[config.mk]
export PLATFORM = sky130hd
export DESIGN_NAME = instr_fetch_queue
export DESIGN_NICKNAME = d
export VERILOG_FILES = /design/src/rtl/instr_fetch_queue_pkg.sv /design/src/rtl/instr_fetch_queue_fetch_fifo.sv /design/src/rtl/instr_fetch_queue.sv
export SDC_FILE = /design/constraint.sdc
export NUM_CORES = 1
export LEC_CHECK = 0
export CORE_MARGIN = 1
export CORE_UTILIZATION = 50
export CTS_CLUSTER_DIAMETER = 120
export DETAILED_ROUTE_END_ITERATION = 10
export PLACE_DENSITY = 0.82
export SKIP_CTS_REPAIR_TIMING = 1
export SYNTH_ARGS = -nofsm -noshare
export SYNTH_HDL_FRONTEND = slang
export SYNTH_SLANG_ARGS = --single-unit
[constraint.sdc]
create_clock -name CLK -period 4.7 [get_ports CLK]
set_clock_uncertainty 0.2 [all_clocks]
set_input_delay 0.705 -clock CLK [delete_from_list [all_inputs] [get_ports CLK]]
set_output_delay 0.705 -clock CLK [all_outputs]
set_load 0.03 [all_outputs]
[src/rtl/instr_fetch_queue_pkg.sv]
// Shared types and defaults for the instruction fetch queue.
package instr_fetch_queue_pkg;

    localparam int unsigned XLEN         = 32;
    localparam int unsigned IFQ_DEPTH    = 4;
    localparam logic [31:0] IFQ_RESET_PC = 32'h0000_0000;
    localparam logic [31:0] PC_INC       = 32'd4;

    typedef logic [XLEN-1:0] word_t;

    // One queue entry: instruction word plus the address it was fetched from.
    typedef struct packed {
        word_t ins;
        word_t pc;
    } fetch_entry_t;

    // Fetch addresses are always word aligned.
    function automatic word_t word_align(input word_t a);
        return {a[XLEN-1:2], 2'b00};
    endfunction

endpackage

[src/rtl/instr_fetch_queue_fetch_fifo.sv]
// DEPTH x 64-bit ring buffer holding fetched {instruction, pc} pairs.
module fetch_fifo
    import instr_fetch_queue_pkg::*;
#(
    parameter int unsigned DEPTH = IFQ_DEPTH
) (
    input  logic                       CLK,
    input  logic                       RSTn,
    input  logic                       push,
    input  logic                       pop,
    input  logic                       flush,
    input  fetch_entry_t               wdata,
    output fetch_entry_t               rdata,
    output logic [$clog2(DEPTH):0]     count,
    output logic                       full,
    output logic                       empty
);

    localparam int unsigned PW = $clog2(DEPTH);
    localparam int unsigned CW = PW + 1;

    fetch_entry_t     mem [DEPTH];
    logic [PW-1:0]    wptr;
    logic [PW-1:0]    rptr;
    logic             do_push;
    logic             do_pop;

    assign full    = (count == CW'(DEPTH));
    assign empty   = (count == '0);
    assign do_push = push & ~full;
    assign do_pop  = pop & ~empty;
    assign rdata   = mem[rptr];

    // Pointer and occupancy bookkeeping; DEPTH is a power of two so pointers wrap naturally.
    always_ff @(posedge CLK or negedge RSTn) begin
        if (!RSTn) begin
            wptr  <= '0;
            rptr  <= '0;
            count <= '0;
        end else if (flush) begin
            wptr  <= '0;
            rptr  <= '0;
            count <= '0;
        end else begin
            if (do_push) wptr <= wptr + PW'(1);
            if (do_pop)  rptr <= rptr + PW'(1);
            case ({do_push, do_pop})
                2'b10:   count <= count + CW'(1);
                2'b01:   count <= count - CW'(1);
                default: count <= count;
            endcase
        end
    end

    // Entry storage; contents are only observed through occupied slots.
    always_ff @(posedge CLK) begin
        if (do_push && !flush) mem[wptr] <= wdata;
    end

endmodule

[src/rtl/instr_fetch_queue.sv]
// Instruction fetch front end: credit-based request issue, one-cycle memory
// response capture and a small queue feeding the decoder.
module instr_fetch_queue
    import instr_fetch_queue_pkg::*;
#(
    parameter int unsigned DEPTH    = IFQ_DEPTH,
    parameter logic [31:0] RESET_PC = IFQ_RESET_PC
) (
    input  logic        CLK,
    input  logic        RSTn,
    input  logic        redirect,
    input  logic [31:0] redirectPC,
    output logic        imemReq,
    output logic [31:0] imemAddr,
    input  logic [31:0] imemRdata,
    output logic        insValid,
    input  logic        insReady,
    output logic [31:0] ins,
    output logic [31:0] insPC,
    output logic [31:0] insPCPlus4
);

    localparam int unsigned CW = $clog2(DEPTH) + 1;

    word_t         fpc;
    word_t         tag;
    logic          inflight;
    logic          kill;
    logic [CW-1:0] count;
    logic [CW:0]   occ;
    logic          full;
    logic          empty;
    logic          push;
    logic          pop;
    fetch_entry_t  push_entry;
    fetch_entry_t  head;

    // Credit counts both queued entries and the response still on its way;
    // RSTn gating keeps the request low while reset is asserted.
    assign occ      = {1'b0, count} + {{CW{1'b0}}, inflight};
    assign imemReq  = RSTn & ~redirect & ~full & (occ < (CW+1)'(DEPTH));
    assign imemAddr = fpc;

    // A response arriving during a redirect belongs to the old stream and is dropped.
    assign push       = inflight & ~kill & ~redirect;
    assign pop        = insValid & insReady;
    assign push_entry = '{ins: imemRdata, pc: tag};

    assign insValid   = ~empty;
    assign ins        = insValid ? head.ins : '0;
    assign insPC      = insValid ? head.pc  : '0;
    assign insPCPlus4 = insPC + PC_INC;

    // Fetch PC, response tag and in-flight tracking.
    always_ff @(posedge CLK or negedge RSTn) begin
        if (!RSTn) begin
            fpc      <= word_align(RESET_PC);
            tag      <= '0;
            inflight <= 1'b0;
            kill     <= 1'b0;
        end else begin
            inflight <= imemReq;
            // kill marks the response slot right after a redirect as stale
            kill     <= redirect;
            if (imemReq) tag <= fpc;
            if (redirect) begin
                fpc <= word_align(redirectPC);
            end else if (imemReq) begin
                fpc <= fpc + PC_INC;
            end
        end
    end

    fetch_fifo #(
        .DEPTH (DEPTH)
    ) u_fifo (
        .CLK   (CLK),
        .RSTn  (RSTn),
        .push  (push),
        .pop   (pop),
        .flush (redirect),
        .wdata (push_entry),
        .rdata (head),
        .count (count),
        .full  (full),
        .empty (empty)
    );

endmodule

==> impl_metrics.py, run 1 <==
metrics = {
    "status": {
        "status": "finished clean",
    },
    "sta": {
        "timing_worst_slew_pin_value_ns": 1.374,
        "worst_slack_ns": 0.2313,
        "report.final.hold_viol_count": 0,
        "rsz0062_at_grt": "no",
        "post-route-period-util_pct": 95.08,
        "report.final.slew_viol_count": 0,
        "tmin_final_ns": 4.469,
        "fmaxAchievable_mhz": 223.8,
        "timing.slew.headroom_pct": 7.671,
        "timing.setup.tns_ns": 0,
        "setup_viol": 0,
    },
    "placement": {
        "place.gp.congestion": 0.8415,
        "pre_cts_ws_ns": 0.8057,
        "numPortBuffers": 189,
        "dp.final_hpwl_um": 19310,
        "post-place-cells": 1413,
    },
    "drt": {
        "dr.first_iter.drc_count": 752,
        "vias": 8573,
        "remaining_drc_errors": 0,
        "dr.pass1.iters": 5,
        "detail_route.wl_per_cell_um": 20.50,
        "avgViaCountPerCell": 5.836,
        "ant_nets": 0,
        "totalWireLength_um": 30120,
    },
    "setup_path": {
        "cp.required_ns": 3.80,
        "worstSetupEndpointType": "output pin",
        "critical_path_arrival_ns": 3.56,
        "crit_start_category": "flop",
        "criticalPathCategory": "flop to output pin",
        "cp_max_fo": 33,
    },
    "clock_network": {
        "cts.sink_count": 317,
        "cts_root_buffer": "clkbuf_16",
        "h-tree-depth": 1,
        "cts-root-to-sink-buffers": 3,
        "path_clk_slew_ns": 0.06,
        "tritoncts": "yes",
        "cts_buffers": 31,
        "clkLatencyLatePin_ns": 0.56,
    },
    "cells_and_area": {
        "antenna_diode_instance_count": 0,
        "final_util_pct": 63.26,
        "share_of_post_route_cells_with_drive_strength_above_1_pct": 13.56,
        "flow.area_growth_from_synthesis_pct": 24.38,
        "final-instance-count-excl-fill": 1469,
        "n_fill_cell": 1899,
        "fin_nets": 1180,
    },
    "logic_synthesis": {
        "number_of_flops_mapped_to_enable_cells_by_yosys": 248,
        "synth-seq-cells": 317,
        "asyncSetResetFlopFracSynth_pct": 21.77,
        "post_synth_cell_types": 59,
        "syn_avg_cell_area_um2": 15.00,
        "synthCells": 914,
        "post-synth-top-area-fraction_pct": 54.33,
        "ys_seq_area_share_pct": 66.93,
        "synth_area_leaders": "edfxtp_1 54%, dfrtp_1 13%, mux4_2 7.2%",
        "synth_area_mm2": 0.01371,
        "yosysWarnings": 0,
        "ys_top_cells_by_count": "248 x edfxtp_1, 149 x nand2_1, 69 x dfrtp_1",
        "post-synth-top-area-cell": "edfxtp_1",
        "synth_flop_cell": "edfxtp_1",
        "synth.most_common_cell": "edfxtp_1",
    },
    "floorplan": {
        "fp.dieW_um": 167.6,
        "dieHeight_um": 167.6,
        "floorplan.die_area_mm2": 0.02808,
        "initial_core_util_pct": 50.86,
        "num_io_pins": 198,
        "placement_rows": 60,
        "core_region_area_mm2": 0.02695,
    },
    "global_routing": {
        "global_route.usage.total_pct": 21.48,
        "vias_in_the_first_global_route": 8350,
        "grt_start_max_net_pins": 71,
        "antenna_found_initial": 0,
        "grt_pass1_wl_um": 46720,
        "grt.overflow.total": 0,
    },
    "pwr": {
        "p_total_w": 0.01021,
        "p_leak_nw": 6.119,
        "ir_worst_vdd_mv": 0.3808,
        "power_density_of_the_placed_cells_mw_per_mm2": 599.1,
    },
    "min_path": {
        "tightest_hold_check_type": "input pin to asynchronous set/reset pin",
    },
    "run": {
        "drv.max_cap_violation_count": 0,
    },
}
==> layout by cell type (no fill, tap or decap), types with 13 or more instances in the layout <==
| cell | n |
|---|---|
| nand2_1 | 149 |
| xor2_1 | 18 |
| clkdlybuf4s50_1 | 165 |
| buf_12 | 17 |
| inv_1 | 13 |
| dfrtp_1 | 67 |
| xnor2_1 | 13 |
| mux4_2 | 44 |
| nor2_1 | 28 |
| edfxtp_1 | 248 |
| buf_4 | 26 |
| clkbuf_16 | 31 |
| nand3_1 | 31 |
| mux4_1 | 20 |
| and2_1 | 61 |
| o21ai_0 | 33 |
==> layout make-up <==
type	count	area, um2	area share [%]
Multi-Input combinational cell	533	4225	24.78
Tap cell	341	426.7	2.503
Sequential cell	317	9179	53.84
Timing Repair Buffer	209	2192	12.86
Clock buffer	40	819.5	4.807
Inverter	13	48.80	0.2862
Clock inverter	16	157.7	0.9247
==> worst max-delay path, cell delays in order (launching register included) <==
cell,delay (ns)
dfrtp_4,0.75
buf_4,0.40
mux4_1,0.34
and4_1,0.28
o2111a_1,0.27
nand4_4,0.17
or4_1,0.45
a21oi_1,0.16
buf_4,0.18
==> layer usage <==
layer  global-route usage, %  share of wire (%)
met3                   3.403                7.2
met4                   6.502                2.2
met5                       0                  0
met2                   34.64                 47
met1                   30.30                 43
==> worst paths after layout <==
| check | from | endpoint | slack (ns) | depth (start not counted) |
|---|---|---|---|---|
| max | u_fifo.rptr[0] | insPCPlus4[27] | 0.23 | 8 |
| min | RSTn | imemAddr[23] | 0.24 | 2 |
| max reg2reg | imemAddr[2] | imemAddr[28] | 1.33 | 7 |
| min reg2reg | tag[24] | u_fifo.mem[0][24] | 0.32 | 0 |
| max in group asynchronous | RSTn | u_fifo.rptr[0] | 3.37 | 2 |
| min in group CLK | tag[24] | u_fifo.mem[0][24] | 0.32 | 0 |
==> sequential cells by signal, summed over array words and instances (netlist names) <==
register      count
imemAddr         30
u_fifo.wptr       2
u_fifo.rptr       2
tag              30
u_fifo.mem      248
u_fifo.count      3
inflight          1
kill              1
==> logic make-up (layout without fill, tap and decap cells) <==
| group | after synthesis | count (layout) | synth area share [%] |
|---|---|---|---|
| buf+inv | 69 | 278 | 2.465 |
| flops | 317 | 317 | 66.93 |
| mux | 67 | 67 | 11.29 |
| simple gates | 335 | 335 | 12.33 |
| other cells | 1 | 6 | 0.02736 |
| compound gates | 87 | 87 | 4.281 |
| xor+xnor | 31 | 31 | 1.981 |
| fa+ha+maj | 7 | 7 | 0.6937 |
==> metrics by stage <==
step                hold slack (ns)  cell area, um2
CTS                          0.2662           17050
detailed placement           0.3126           16070
global placement             0.2925           16070
floorplan                    0.2094           13730
global route                 0.3099           17050
finish                       0.2412           17050
==> power breakdown <==
group	internal (W)	leakage [nW]	switching, W
clock network	0.00139	0.474	0.000997
logic	0.00176	2.54	0.00234
registers	0.00337	3.10	0.000354
Note: power is estimated with default switching activity, not from simulation.
==> run 2: changes to the inputs <==
--- a/config.mk
+++ b/config.mk
@@ -10,6 +10,7 @@
 export CTS_CLUSTER_DIAMETER = 120
 export DETAILED_ROUTE_END_ITERATION = 10
 export PLACE_DENSITY = 0.82
+export RECOVER_POWER = 100
 export SKIP_CTS_REPAIR_TIMING = 1
 export SYNTH_ARGS = -nofsm -noshare
 export SYNTH_HDL_FRONTEND = slang
==> impl_metrics.py, run 2 (same netlist as run 1, synthesis figures left out) <==
metrics = {
    "cells_and_area": {
        "largest-register": "u_fifo.mem",
        "flow.area_growth_from_synthesis_pct": 22.87,
        "mostFrequentLayoutCell": "edfxtp_1",
        "final-instance-count-excl-fill": 1470,
        "share_of_post_route_cells_with_drive_strength_above_1_pct": 11.88,
        "largest_register_ffs": 248,
        "final_area_mm2": 0.01684,
        "fin_nets": 1180,
        "final_cell_mix": "248 x edfxtp_1, 149 x nand2_1, 130 x dlygate4sd3_1",
    },
    "sta": {
        "timing.slew.headroom_pct": -69.88,
        "timing.setup.tns_ns": 0,
        "worst_slack_ns": 0.1947,
        "report.final.hold_viol_count": 0,
        "rsz0062_at_grt": "no",
        "report.final.slew_viol_count": 234,
        "post-route-period-util_pct": 95.86,
        "tmin_final_ns": 4.505,
        "setup_viol": 0,
        "timing_worst_slew_pin_value_ns": 2.548,
        "fmaxAchievable_mhz": 222.0,
    },
    "floorplan": {
        "floorplan.die_area_mm2": 0.02808,
        "dieHeight_um": 167.6,
        "placement_rows": 60,
        "initial_core_util_pct": 50.86,
        "fp.dieW_um": 167.6,
        "num_io_pins": 198,
        "core_region_area_mm2": 0.02695,
    },
    "min_path": {
        "tightest_hold_check_type": "flop to flop",
        "hp-start": "tag[24]",
        "whs_path_depth": 0,
        "hold-path-endpoint": "u_fifo.mem[0][24]",
    },
    "global_routing": {
        "vias_in_the_first_global_route": 8350,
        "grt_pass1_wl_um": 46720,
        "antenna_found_initial": 1,
        "grt.overflow.total": 0,
        "global_route.usage.total_pct": 21.48,
        "grt_start_max_net_pins": 71,
    },
    "pwr": {
        "power_density_of_the_placed_cells_mw_per_mm2": 588.5,
        "power.net_switching_w": 0.003658,
        "ir_worst_vdd_mv": 0.3824,
        "internal_power_w": 0.006252,
        "p_leak_nw": 6.259,
        "seq_power_share_pct": 37.6,
        "clock_power_share_pct": 24.1,
        "switching_share_of_total_power_pct": 36.91,
        "p_total_w": 0.009911,
        "combinationalPowerShare_pct": 38.3,
    },
    "clock_network": {
        "cts-root-to-sink-buffers": 3,
        "h-tree-depth": 1,
        "clkLatencyLatePin_ns": 0.56,
        "cts_root_buffer": "clkbuf_16",
        "cts_buffers": 31,
        "cts.sink_count": 317,
        "tritoncts": "yes",
        "path_clk_slew_ns": 0.06,
    },
    "drt": {
        "routed.top_layer": "met5",
        "totalWireLength_um": 30230,
        "wl_met1_um": 13010,
        "dr.first_iter.drc_count": 819,
        "routed_length_on_met2_um": 14270,
        "remaining_drc_errors": 0,
        "ant_nets": 0,
        "dr.pass1.iters": 5,
        "dr_wl_met3_um": 2235,
        "vias": 8560,
        "detail_route.wl_per_cell_um": 20.57,
        "avgViaCountPerCell": 5.823,
    },
    "run": {
        "drv.max_cap_violation_count": 5,
    },
    "placement": {
        "post-place-cells": 1413,
        "pre_cts_ws_ns": 0.8057,
        "place.gp.congestion": 0.8415,
        "dpl_cell_area_mm2": 0.01607,
        "dp.final_hpwl_um": 19310,
        "numPortBuffers": 189,
    },
    "setup_path": {
        "max_stage_delay_ns": 0.67,
        "regToRegStartpoint": "u_fifo.count[0]",
        "crit_start_category": "flop",
        "timing.critical_path.max_delay_family": "simple AND/OR/NAND/NOR gates",
        "buffer_and_inverter_count_on_the_worst_path": 2,
        "criticalPathCategory": "flop to output pin",
        "critical_path.slowest_cell": "dfrtp_4",
        "critical_path.cell_chain": "mux4_1, and2_1, ha_1, nand3_1, nor4b_4, buf_4, nand2_4, nor3_1, xor2_1, dlymetal6s2s_1",
        "worstReg2RegEnd": "u_fifo.mem[1][47]",
        "timing.reg2reg.setup_slack_ns": 0.45,
        "critical_path_arrival_ns": 3.60,
        "reg2reg_depth": 5,
        "cp.required_ns": 3.80,
        "cp_max_fo": 33,
        "worstSetupEndpointType": "output pin",
    },
    "status": {
        "failed_checks": "capacitance limit, slew limit",
        "status": "finished with violations",
    },
}
## run 2: cell types whose count changed in the layout (fill, tap and decap cells not counted), sizes merged
cell and change:
clkbuf +21, diode +1, clkdlybuf4s50 -130, dlymetal6s2s +1, dlygate4sd3 +130, buf -22
## run 2: area by class of cell
cell class,instances,area (um2)
Clock buffer,40,819.5
Timing Repair Buffer,209,1993
Clock inverter,16,157.7
Fill cell,1929,10110
Inverter,13,48.80
Multi-Input combinational cell,533,4214
Antenna cell,1,2.502
Tap cell,341,426.7
Sequential cell,317,9179
## run 2: worst max path at each step
stage / to / cells after the start / slack, ns / startpoint
after CTS: insPCPlus4[27] / 8 / 0.20 / u_fifo.rptr[0]
after floorplan: insPCPlus4[22] / 12 / 0.48 / u_fifo.count[0]
final: insPCPlus4[26] / 10 / 0.19 / u_fifo.rptr[0]
after detailed placement: insPCPlus4[27] / 8 / 0.81 / u_fifo.rptr[0]
after global placement: insPCPlus4[27] / 8 / 0.84 / u_fifo.rptr[0]
after global routing: insPCPlus4[26] / 10 / 0.01 / u_fifo.rptr[0]
## run 2: power groups by stage
stage | combinational (W) | clock, W | sequential (W)
after detailed placement | 0.00412 | 0 | 0.00377
final | 0.00379 | 0.00239 | 0.00372
after global placement | 0.00407 | 0 | 0.00374
after CTS | 0.00413 | 0.00243 | 0.00372
after global routing | 0.00403 | 0.00253 | 0.00377
after floorplan | 0.00246 | 0 | 0.00369
## run 2: layer usage
metal,vias up,GRT usage [%]
met5,-,0
met4,2,6.502
met3,58,3.403
met2,420,34.64
met1,4234,30.30
li1,3846,-
## run 2: through the flow
| step | hold slack, ns | util (%) |
|---|---|---|
| 6_report | 0.3235 | 62.49 |
| 3_3_place_gp | 0.2925 | 59.63 |
| 5_1_grt | 0.3472 | 62.48 |
| 2_1_floorplan | 0.2094 | - |
| 3_5_place_dp | 0.3126 | 59.63 |
| 4_1_cts | 0.2662 | 63.26 |
## run 2: worst reg2reg max path: cells and delay by family (launching register included)
family	cells	cell delay [ns]
and+or+nand+nor	2	1.14
AOI/OAI and AO/OA	1	0.40
buffers and inverters	2	1.61
DFF	1	0.48
